===== src/rtl/mem_access.sv =====
// mem_access: load/store unit turning one load/store into a handshaked word-bus transaction.
// Ports: i_clk/i_rst_n clock and async active-low reset; i_start/i_memRead/i_memWrite/i_size/
// i_unsigned/i_addr/i_wdata describe the instruction; o_bus_* and i_bus_ack/i_bus_rdata form
// the word bus; o_stall holds the core; o_rdata/o_rdata_valid/o_misalign/o_bus_err report results.
module mem_access #(
  parameter int MAX_WAIT = 15
) (
  input  logic        i_clk,
  input  logic        i_rst_n,
  input  logic        i_start,
  input  logic        i_memRead,
  input  logic        i_memWrite,
  input  logic [1:0]  i_size,
  input  logic        i_unsigned,
  input  logic [31:0] i_addr,
  input  logic [31:0] i_wdata,
  output logic        o_bus_req,
  output logic        o_bus_we,
  output logic [31:0] o_bus_addr,
  output logic [3:0]  o_bus_be,
  output logic [31:0] o_bus_wdata,
  input  logic        i_bus_ack,
  input  logic [31:0] i_bus_rdata,
  output logic        o_stall,
  output logic [31:0] o_rdata,
  output logic        o_rdata_valid,
  output logic        o_misalign,
  output logic        o_bus_err
);
  typedef enum logic [1:0] {IDLE, REQ, DONE} state_t;
  localparam int CW = $clog2(MAX_WAIT + 2);
  state_t state, state_n;
  logic [CW-1:0] cnt;
  logic [29:0] addr_q;
  logic [3:0] be_q, be;
  logic [31:0] wdata_q, wd, ext, rdata_q;
  logic [1:0] size_q, lane_q;
  logic we_q, uns_q, v_q, mis_q, err_q;
  logic access, misalign, timeout;
  logic [7:0] b;
  logic [15:0] h;
  assign access = i_start & (i_memRead | i_memWrite);
  assign misalign = (i_size == 2'b01 & i_addr[0]) | (i_size[1] & |i_addr[1:0]);
  assign timeout = cnt == CW'(MAX_WAIT);
  assign be = i_size[1] ? 4'b1111 : i_size[0] ? 4'b0011 << {i_addr[1], 1'b0} : 4'b0001 << i_addr[1:0];
  assign wd = i_size[1] ? i_wdata : i_size[0] ? {2{i_wdata[15:0]}} : {4{i_wdata[7:0]}};
  assign b = i_bus_rdata[{lane_q, 3'b000} +: 8];
  assign h = lane_q[1] ? i_bus_rdata[31:16] : i_bus_rdata[15:0];
  assign ext = size_q[1] ? i_bus_rdata : size_q[0] ? {{16{~uns_q & h[15]}}, h} : {{24{~uns_q & b[7]}}, b};
  always_comb begin
    state_n = state;
    state_n = state == IDLE ? (access ? (misalign ? DONE : REQ) : IDLE)
            : state == REQ ? ((i_bus_ack | timeout) ? DONE : REQ)
            : IDLE;
  end
  always_ff @(posedge i_clk or negedge i_rst_n)
    if (!i_rst_n) state <= IDLE;
    else state <= state_n;
  always_ff @(posedge i_clk or negedge i_rst_n)
    if (!i_rst_n) begin
      cnt <= '0;
      addr_q <= '0;
      be_q <= '0;
      wdata_q <= '0;
      size_q <= '0;
      lane_q <= '0;
      we_q <= 1'b0;
      uns_q <= 1'b0;
      v_q <= 1'b0;
      mis_q <= 1'b0;
      err_q <= 1'b0;
      rdata_q <= '0;
    end else if (state == IDLE && access) begin
      mis_q <= misalign;
      v_q <= 1'b0;
      err_q <= 1'b0;
      cnt <= '0;
      if (!misalign) begin
        we_q <= i_memWrite;
        addr_q <= i_addr[31:2];
        be_q <= be;
        wdata_q <= wd;
        size_q <= i_size;
        uns_q <= i_unsigned;
        lane_q <= i_addr[1:0];
      end
    end else if (state == REQ) begin
      if (i_bus_ack) begin
        v_q <= ~we_q;
        rdata_q <= we_q ? '0 : ext;
      end else if (timeout) err_q <= 1'b1;
      else cnt <= cnt + 1'b1;
    end
  assign o_bus_req = state == REQ;
  assign o_bus_we = we_q;
  assign o_bus_addr = {addr_q, 2'b00};
  assign o_bus_be = be_q;
  assign o_bus_wdata = wdata_q;
  assign o_stall = (state == IDLE & access) | state == REQ;
  assign o_rdata = rdata_q;
  assign o_rdata_valid = state == DONE & v_q;
  assign o_misalign = state == DONE & mis_q;
  assign o_bus_err = state == DONE & err_q;
endmodule


===== config.mk =====
export PLATFORM = sky130hd
export DESIGN_NAME = mem_access
export DESIGN_NICKNAME = d
export VERILOG_FILES = /design/src/rtl/mem_access.sv
export SDC_FILE = /design/constraint.sdc
export NUM_CORES = 1
export LEC_CHECK = 0
export ABC_AREA = 1
export CAP_MARGIN = 10
export CORE_ASPECT_RATIO = 0.7
export CORE_MARGIN = 4
export CORE_UTILIZATION = 35
export DETAILED_ROUTE_END_ITERATION = 8
export PLACE_DENSITY = 0.77
export SYNTH_ARGS = -nofsm -noshare
export SYNTH_HDL_FRONTEND = slang
export SYNTH_SLANG_ARGS = --single-unit

===== constraint.sdc =====
create_clock -name i_clk -period 2 [get_ports i_clk]
set_input_delay 0.3 -clock i_clk [delete_from_list [all_inputs] [get_ports i_clk]]
set_output_delay 0.3 -clock i_clk [all_outputs]
set_load 0.005 [all_outputs]

[Word-level counts from Yosys, hierarchy flattened]
Cells that the tools add are included.
Word-level totals
  flip-flop bits (word level): 114
  input bits: 105
  output and inout bits: 106
  logic and storage cells: 75
Operators by class
  $add $sub $neg: 1
  equality and inequality tests: 6
  shift-type cells: 3
  muxes and demuxes: 24
  bitwise logic cells: 17
  reduce and logical (&&, ||, !) cells: 11
Operators by type and width (count)
  $mux 32: 5
  $shiftx 32x6->8: 1
  $mux 5: 4
  $mux 16: 1
  $mux 2: 5
  $and 1x1->1: 9
  $reduce_and 3->1: 3
  $mux 4: 2
  $mux 1: 7
  $reduce_bool 2->1: 3
  $add 5x1->5 const B: 1
  $eq 5x4->1 const B: 1
  $eq 2x1->1 const B: 2
  $ne 2x1->1 const B: 2
  $not 1->1: 4
  $or 1x1->1: 4
  $reduce_and 2->1: 2
  $shl 1x2->4 const A: 1
  $shl 2x2->4 const A: 1
  $eq 2x2->1 const B: 1
  $logic_not 2->1: 1
  $reduce_or 2->1: 1
  $logic_and 1x1->1: 1

[Depth between registers and ports, before layout]
Gate-level depths: netlist of the first run.
  depth in word-level cells: 6
  depth in mapped cells: 9
  depth with buffers taken out: 9

[Least setup slack after synthesis of the first run]
No wires, ideal clock.
  path type: register to register
  start: reg cnt[0]
  end: reg cnt[4]
  library setup time: 94 ps
  arrival: 1472 ps
  required time: 1906 ps
  setup slack: 434 ps
  stages on the path, launching flop included: 10
  buffers on the path: 0
  period minus slack after synthesis: 1566 ps
  cells stage by stage: dfrtp_1 -> ha_1 -> nand2_1 -> nor2_1 -> ha_1 -> nor2_1 -> nand2_1 -> inv_1 -> nor2_1 -> a211oi_1
On the way
  word-level cells in the longest chain between the ends: 5
  elaborated cells on any way between the ends: 8
  classes of those cells: add/sub: 1; eq/ne: 2; mux: 4; reduce/logical: 1
Ends and longest elaborated chain
  from (decl): RTL line 33  | logic [CW-1:0] cnt;
  from (signal assigned): RTL line 92  | else cnt <= cnt + 1'b1;
  $add 5x1->5: RTL line 92
  $mux 5: RTL line 91  | end else if (timeout) err_q <= 1'b1;
  $mux 5: RTL line 88  | if (i_bus_ack) begin
  $mux 5: RTL line 87  | end else if (state == REQ) begin
  $mux 5: RTL line 73  | end else if (state == IDLE && access) begin
Parallel ways exist; a longest one is shown, timed or not. The select of a mux whose other input is x is not followed.
A chain may end at the register's enable or synchronous reset.

[Final worst setup path of the first run]
  start: reg state[1]
  end: out o_stall
On the way
  word-level cells in the longest chain between the ends: 3
  elaborated cells on any way between the ends: 4
  classes of those cells: eq/ne: 1; bitwise: 2; reduce/logical: 1
Ends and longest elaborated chain
  from (decl): RTL line 32  | state_t state, state_n;
  from (signal assigned): RTL line 58  | else state <= state_n;
  $logic_not 2->1: RTL line 99  | assign o_stall = (state == IDLE & access) | state == REQ;
  $and 1x1->1: RTL line 99
  $or 1x1->1 (*): RTL line 99
  to (decl): RTL line 24  | output logic o_stall,
Mark *: on every way between the ends. The rest lies on a longest branch, timed or not.

==> summary.txt, run 1 <==
Timing
  – Setup_tns: 0 ns
  – Final hold violations: 0
  – Period utilization: 94.97%
  – Setup violations, final: 0
  – Min cycle time layout: 1.899 ns
  – Final Max Tran Viols: 0
  – Fmax: 526.5 MHz
  – Unrepaired setup endpoints after global routing: false
  – Worst hold slack: 0.3773 ns
  – Post-Route Skew: 0.009115 ns

Routing
  – Via count: 5383
  – Vias per cell: 4.701
  – DR WL/cell: 15.03 um
  – Detailed-route DRC error count: 0
  – Total Wirelength: 17210 um
  – Antenna viol nets, final: 0
  – First drt pass iteration count: 4
  – DR iter-0 viols: 249

Logic synthesis
  – Post-synth top cells: nand2_1, dfrtp_1, nor2_1
  – Xor/xnor share of the synthesized area: 0.1586%
  – Syn avg cell area: 7.626 um2
  – Synth area leader: dfrtp_1
  – Synth warn: 0
  – Area contributors post-synth: dfrtp_1, nand2_1, o21ai_0
  – Mux contribution to synthesized area: 0%
  – Synthesized flop and latch total: 114
  – Ys async rst share: 100.0%
  – Post-Syn Instances: 724
  – Post-Synth Adder-Cell Area: 0.4532%
  – Largest family of logic cells by synthesized area: simple AND/OR/NAND/NOR gates
  – Post-Synth Simple-Gate Area: 32.18%
  – Main flop type after synthesis: dfrtp_1
  – Mapped Area: 5522 um2
  – Post-synthesis sequential area ratio: 51.67%
  – Synth top area share: 51.67%
  – Count leader, synth: nand2_1
  – Synth Area in Compound Gates: 8.022%
  – Synth cell types: 31
  – Number of synthesized flops with an enable pin: 0

GRT
  – Largest net degree at the start of global routing: 46
  – Total GRT Usage: 19.53%
  – First-pass GRT wire length: 27490 um
  – Number of global-route vias before repair: 5468
  – Antenna violations before repair: 1
  – Gr ovfl total: 0

Power and ir drop
  – Leak: 4.201 nW
  – Power per cell area: 1234 nW/um2
  – Peak VDD IR: 0.5967 mV

Placement
  – Gpl congestion: 0.8412
  – Number of port buffers: 208
  – Placed Area: 7811 um2
  – Placed Cells: 1112
  – Post-DP HPWL: 12830 um

Run
  – Max Cap Viol: 0

Cells and area
  – Final instance area: 8413 um2
  – P&R area growth vs syn: 52.37%
  – Fill cell count: 1487
  – Non-filler cells, final: 1145
  – N_diodes: 0
  – Layout cells sized above 1: 7.407%
  – Final net count: 1040

Clocking
  – H-tree levels: 4
  – Clock Root Buffer: clkbuf_16
  – TritonCTS clock tree: yes
  – Bufs on Longest Clock Path: 2
  – CTS Buf Count: 17
  – Clock slew at reported path FFs: 0.05 ns
  – Clk_lat worst skew: 0.41 ns
  – Clock sinks: 114

Die
  – Placement Rows: 38
  – Core box area: 15500 um2
  – Die Span Y: 113.1 um
  – Die W: 158.1 um
  – IO Count: 211
  – Initial Util: 35.62%
  – Die Area: 17880 um2

Setup path
  – Worst endpoint required time: 1.70 ns
  – CP Capture Type: output pin
  – CP max stage delay: 0.49 ns
  – Slowest cell on the critical path: clkdlybuf4s50_1
  – CP max FO: 3
  – Crit start category: flop
  – Worst-path cell chain: nor2_2 -> o211ai_2 -> nand2_1 -> clkdlybuf4s50_1
  – Arrival time worst endpoint: 1.60 ns
  – Crit path kind: flop to output pin

Status
  – Outcome: complete, no violations

Hold path
  – Hold WC Path Type: primary input to asynchronous set/reset pin
[metrics by stage]
step	worst slack (ns)	power (mW)	utilization (%)
3_3_place_gp	0.1960	7.372	50.40
4_1_cts	0.01575	10.49	54.20
5_1_grt	0.007373	11.09	54.28
2_1_floorplan	0.4342	5.177	-
3_5_place_dp	0.1222	7.450	50.40
6_report	0.1006	10.38	54.28
[state kept, by name (all words and copies together) (netlist names)]
name and count:
o_bus_wdata 32, o_rdata 32, addr_q 30, cnt 5
o_bus_be 4, lane_q 2, size_q 2, state 2
err_q 1, mis_q 1, o_bus_we 1, uns_q 1
v_q 1
[final timing paths]
path                           start    endpoint  slack (ns)  cells after the start
min                          i_rst_n  o_rdata[9]        0.38                      2
min in group i_clk         i_addr[7]   addr_q[5]        0.42                      3
max                         state[1]     o_stall        0.10                      4
max in group asynchronous    i_rst_n   lane_q[1]        1.04                      3
max reg2reg                   cnt[0]      cnt[4]        0.17                      9
min reg2reg                   cnt[3]      cnt[3]        0.47                      1
[power by group]
group | switching [mW] | total (mW) | internal, mW
Sequential | 0.535 | 3.65 | 3.12
Combinational | 1.67 | 3.75 | 2.09
Clock | 1.06 | 2.97 | 1.91
[critical path: cells and delay by family, from the launching register on]
| family | cells | cell delay (ns) |
|---|---|---|
| and+or+nand+nor | 2 | 0.18 |
| AOI/OAI and AO/OA | 1 | 0.11 |
| buffers and inverters | 1 | 0.49 |
| DFF | 1 | 0.42 |
[metal layers]
| metal | GRT usage [%] | wire (um) | vias to the layer above |
|---|---|---|---|
| li1 | - | - | 2666 |
| met1 | 24.65 | 7544 | 2493 |
| met2 | 31.51 | 7825 | 202 |
| met3 | 7.798 | 1632 | 20 |
| met4 | 4.886 | 195 | 2 |
| met5 | 0 | 13 | - |
[cell families after synthesis]
kind of cell	count (synthesis)
simple gates	447
flops	114
compound gates	81
buf+inv	78
fa+ha+maj	2
xor+xnor	1
other cells	1
[layout by cell type, fill, tap and decap left out, types with 2 or more instances in the layout]
cell type / Yosys / routed
o21ai_1: 2 / 2
o21ai_0: 45 / 45
clkbuf_16: 0 / 17
nand2_2: 2 / 2
nand4_1: 9 / 9
buf_12: 0 / 7
bufinv_16: 0 / 2
nor2_2: 0 / 2
clkbuf_8: 0 / 3
a21oi_1: 22 / 22
nand3_1: 15 / 15
clkdlybuf4s50_1: 0 / 207
buf_4: 10 / 12
inv_1: 34 / 33
inv_2: 5 / 6
nor2_1: 57 / 55
o21ai_2: 2 / 2
conb_1: 1 / 2
nand2_1: 358 / 358
nand2_4: 3 / 3
clkinv_2: 0 / 5
o211ai_1: 5 / 5
dfrtp_1: 114 / 114
clkinvlp_4: 0 / 2
ha_1: 2 / 2
[final cells by class]
class                   instances  area, um2  share of cell area, %
clock buffers                  21      470.5                  5.592
clock inverters                10      108.9                  1.294
inverters                      40      152.6                  1.814
multi-input cells             533       2266                  26.93
flip-flops and latches        114       2853                  33.91
well taps                     200      250.2                  2.974
repair buffers                227       2312                  27.48
[repair_timing]
item                                   in CTS  in global routing
hold buffers                                1                  0
resized for setup                           0                  3
pin swaps                                   1                  2
setup endpoints to repair                   1                  2
setup buffers                               0                  1
endpoints found under the hold margin      27                  0
No activity file was read; power rests on OpenSTA's default activity.
==> run 2, diff against run 1 <==
--- a/config.mk
+++ b/config.mk
@@ -9,9 +9,9 @@
 export CAP_MARGIN = 10
 export CORE_ASPECT_RATIO = 0.7
 export CORE_MARGIN = 4
-export CORE_UTILIZATION = 35
+export CORE_UTILIZATION = 30
 export DETAILED_ROUTE_END_ITERATION = 8
-export PLACE_DENSITY = 0.77
+export PLACE_DENSITY = 0.64
 export SYNTH_ARGS = -nofsm -noshare
 export SYNTH_HDL_FRONTEND = slang
 export SYNTH_SLANG_ARGS = --single-unit
==> constraint.sdc (replaced) <==
create_clock -name i_clk -period 2 [get_ports i_clk]
set_input_delay 0.3 -clock i_clk [delete_from_list [all_inputs] [get_ports i_clk]]
set_output_delay 0.3 -clock i_clk [all_outputs]
set_load 0.01 [all_outputs]
==> run 2 against run 1 <==
Via count is 0.89% lower; critical path depth stayed put; flip-flop and latch count stayed put; clock-buffer cell count is 2 lower; clock power is 3% higher; non-clock buffer count is 6 higher; sequential power hardly changed; register-to-register slack better by 0.07 ns; maximum frequency is 0.16% lower; core utilization is 7.2 points lower; clock skew is 0.0038 ns higher; critical path type unchanged; largest power group unchanged; highest routed layer is now met4.
==> summary.txt, run 2 (synthesized netlist as in run 1, its figures left out) <==
Routing
  – DR iter-0 viols: 413
  – Via count: 5335
  – First drt pass iteration count: 4
  – DR WL/cell: 14.99 um
  – Total Wirelength: 17810 um
  – Antenna viol nets, final: 0
  – Detailed-route DRC error count: 0
  – Vias per cell: 4.491

Setup path
  – FF-to-FF End: cnt[4]
  – CP max FO: 3
  – Crit start category: flop
  – Crit path kind: flop to output pin
  – Worst Path Buf+Inv: 2
  – Crit Reg-Reg Startpoint: cnt[0]
  – R2R setup slack: 0.24 ns
  – Largest delay share family, worst path: buffers and inverters
  – Worst endpoint required time: 1.70 ns
  – CP Capture Type: output pin
  – Slowest cell on the critical path: clkdlybuf4s50_1
  – Setup crit start: state[0]
  – Worst-path cell chain: inv_2 -> nand2_1 -> nor2_1 -> clkdlybuf4s50_1
  – CP max stage delay: 0.54 ns
  – Arrival time worst endpoint: 1.60 ns
  – Reg2reg path depth: 9

Cells and area
  – P&R area growth vs syn: 53.86%
  – N_diodes: 0
  – Fill cell count: 1829
  – Layout cells sized above 1: 7.668%
  – Commonest cells after routing, fill and taps aside: nand2_1, clkdlybuf4s50_1, dfrtp_1
  – Final net count: 1046
  – Commonest non-fill, non-tap cell in the layout: nand2_1
  – Footprint of the multi-input gates: 2268 um2
  – Register Area: 2853 um2
  – Core Util, Final: 47.05%
  – Final instance area: 8496 um2

GRT
  – Number of global-route vias before repair: 5334
  – Total GRT Usage: 17.50%
  – Gr ovfl total: 0
  – Largest net degree at the start of global routing: 76
  – Antenna violations before repair: 0
  – First-pass GRT wire length: 28190 um

Die
  – Placement Rows: 41
  – Initial Util: 30.58%
  – Die Span Y: 121.5 um
  – IO Count: 211
  – Die W: 170.2 um
  – Die Area: 20670 um2
  – Core box area: 18060 um2

Clocking
  – TritonCTS clock tree: yes
  – H-tree levels: 4
  – Clock slew at reported path FFs: 0.06 ns
  – Clock sinks: 114
  – CTS Buf Count: 17
  – Bufs on Longest Clock Path: 2
  – Clock Root Buffer: clkbuf_16
  – Clk_lat worst skew: 0.41 ns
  – Post-CTS Setup Repair Bufs: 0

Timing
  – Setup violations, final: 0
  – Post-Route Skew: 0.01295 ns
  – Min cycle time layout: 1.902 ns
  – Unrepaired setup endpoints after global routing: false
  – Fmax: 525.7 MHz
  – Final hold violations: 0
  – Period utilization: 95.12%
  – Final Max Tran Viols: 0
  – Setup_tns: 0 ns

Power and ir drop
  – Leak: 4.220 nW
  – Tot Pwr: 10.78 mW
  – Peak VDD IR: 0.6272 mV
  – Power per cell area: 1268 nW/um2

Placement
  – Number of port buffers: 208
  – Placed Area: 7884 um2
  – Post-DP HPWL: 13180 um
  – Gpl congestion: 0.8936

Hold path
  – Hold WC Path Type: primary input to asynchronous set/reset pin

Status
  – Outcome: complete, no violations

Run
  – Max Cap Viol: 0
-- run 2: cell types whose count changed in the layout (fill, tap and decap cells not counted), sizes merged --
cell and delta:
buf +6, bufinv +1, clkbuf -2, clkdlybuf4s50 -1, clkinv +1, clkinvlp +1
dlygate4sd2 +1
-- run 2: area by class of cell --
cell class	count	share of cell area, %
flip-flops and latches	114	33.58
inverters	40	1.797
well taps	236	3.476
clock inverters	13	1.915
clock buffers	19	5.096
multi-input cells	533	26.70
repair buffers	233	27.44
-- run 2: routing by layer --
| layer | wire [um] | track usage [%] |
|---|---|---|
| met3 | 1859 | 7.848 |
| met1 | 8203 | 23.42 |
| met4 | 239 | 4.838 |
| met5 | 0 | 0 |
| met2 | 7512 | 25.77 |
-- run 2: timing repair --
item / 4_1_cts / 5_1_grt
hold endpoints to repair: 21 / 0
resized for setup: 1 / 1
endpoints found under the setup margin: 1 / 1
hold buffers: 1 / 0
-- run 2: per-stage QoR --
stage / hold WS [ns] / std cells / setup slack [ns]
floorplan: 0.004409 / 725 / 0.4318
global placement: 0.2353 / 1155 / 0.04489
detailed placement: 0.2356 / 1155 / 0.008341
CTS: 0.3460 / 1188 / 0.06695
global route: 0.3638 / 1188 / 0.01327
finish: 0.3494 / 1188 / 0.09766
-- run 2: power breakdown --
part           internal, mW  total [mW]  leakage (nW)  switching (mW)
Clock                  1.96        3.07         0.283            1.12
Combinational          2.09        4.07          2.50            1.98
Sequential             3.12        3.63          1.44           0.516
-- run 2: worst max-delay path by stage --
| stage | to | slack (ns) | cells after the start |
|---|---|---|---|
| 2_1_floorplan | cnt[4] | 0.43 | 9 |
| 3_3_place_gp | size_q[1] | 0.04 | 7 |
| 3_5_place_dp | o_bus_wdata[1] | 0.008 | 7 |
| 4_1_cts | o_misalign | 0.07 | 4 |
| 5_1_grt | o_rdata_valid | 0.01 | 4 |
| 6_report | o_misalign | 0.1 | 4 |
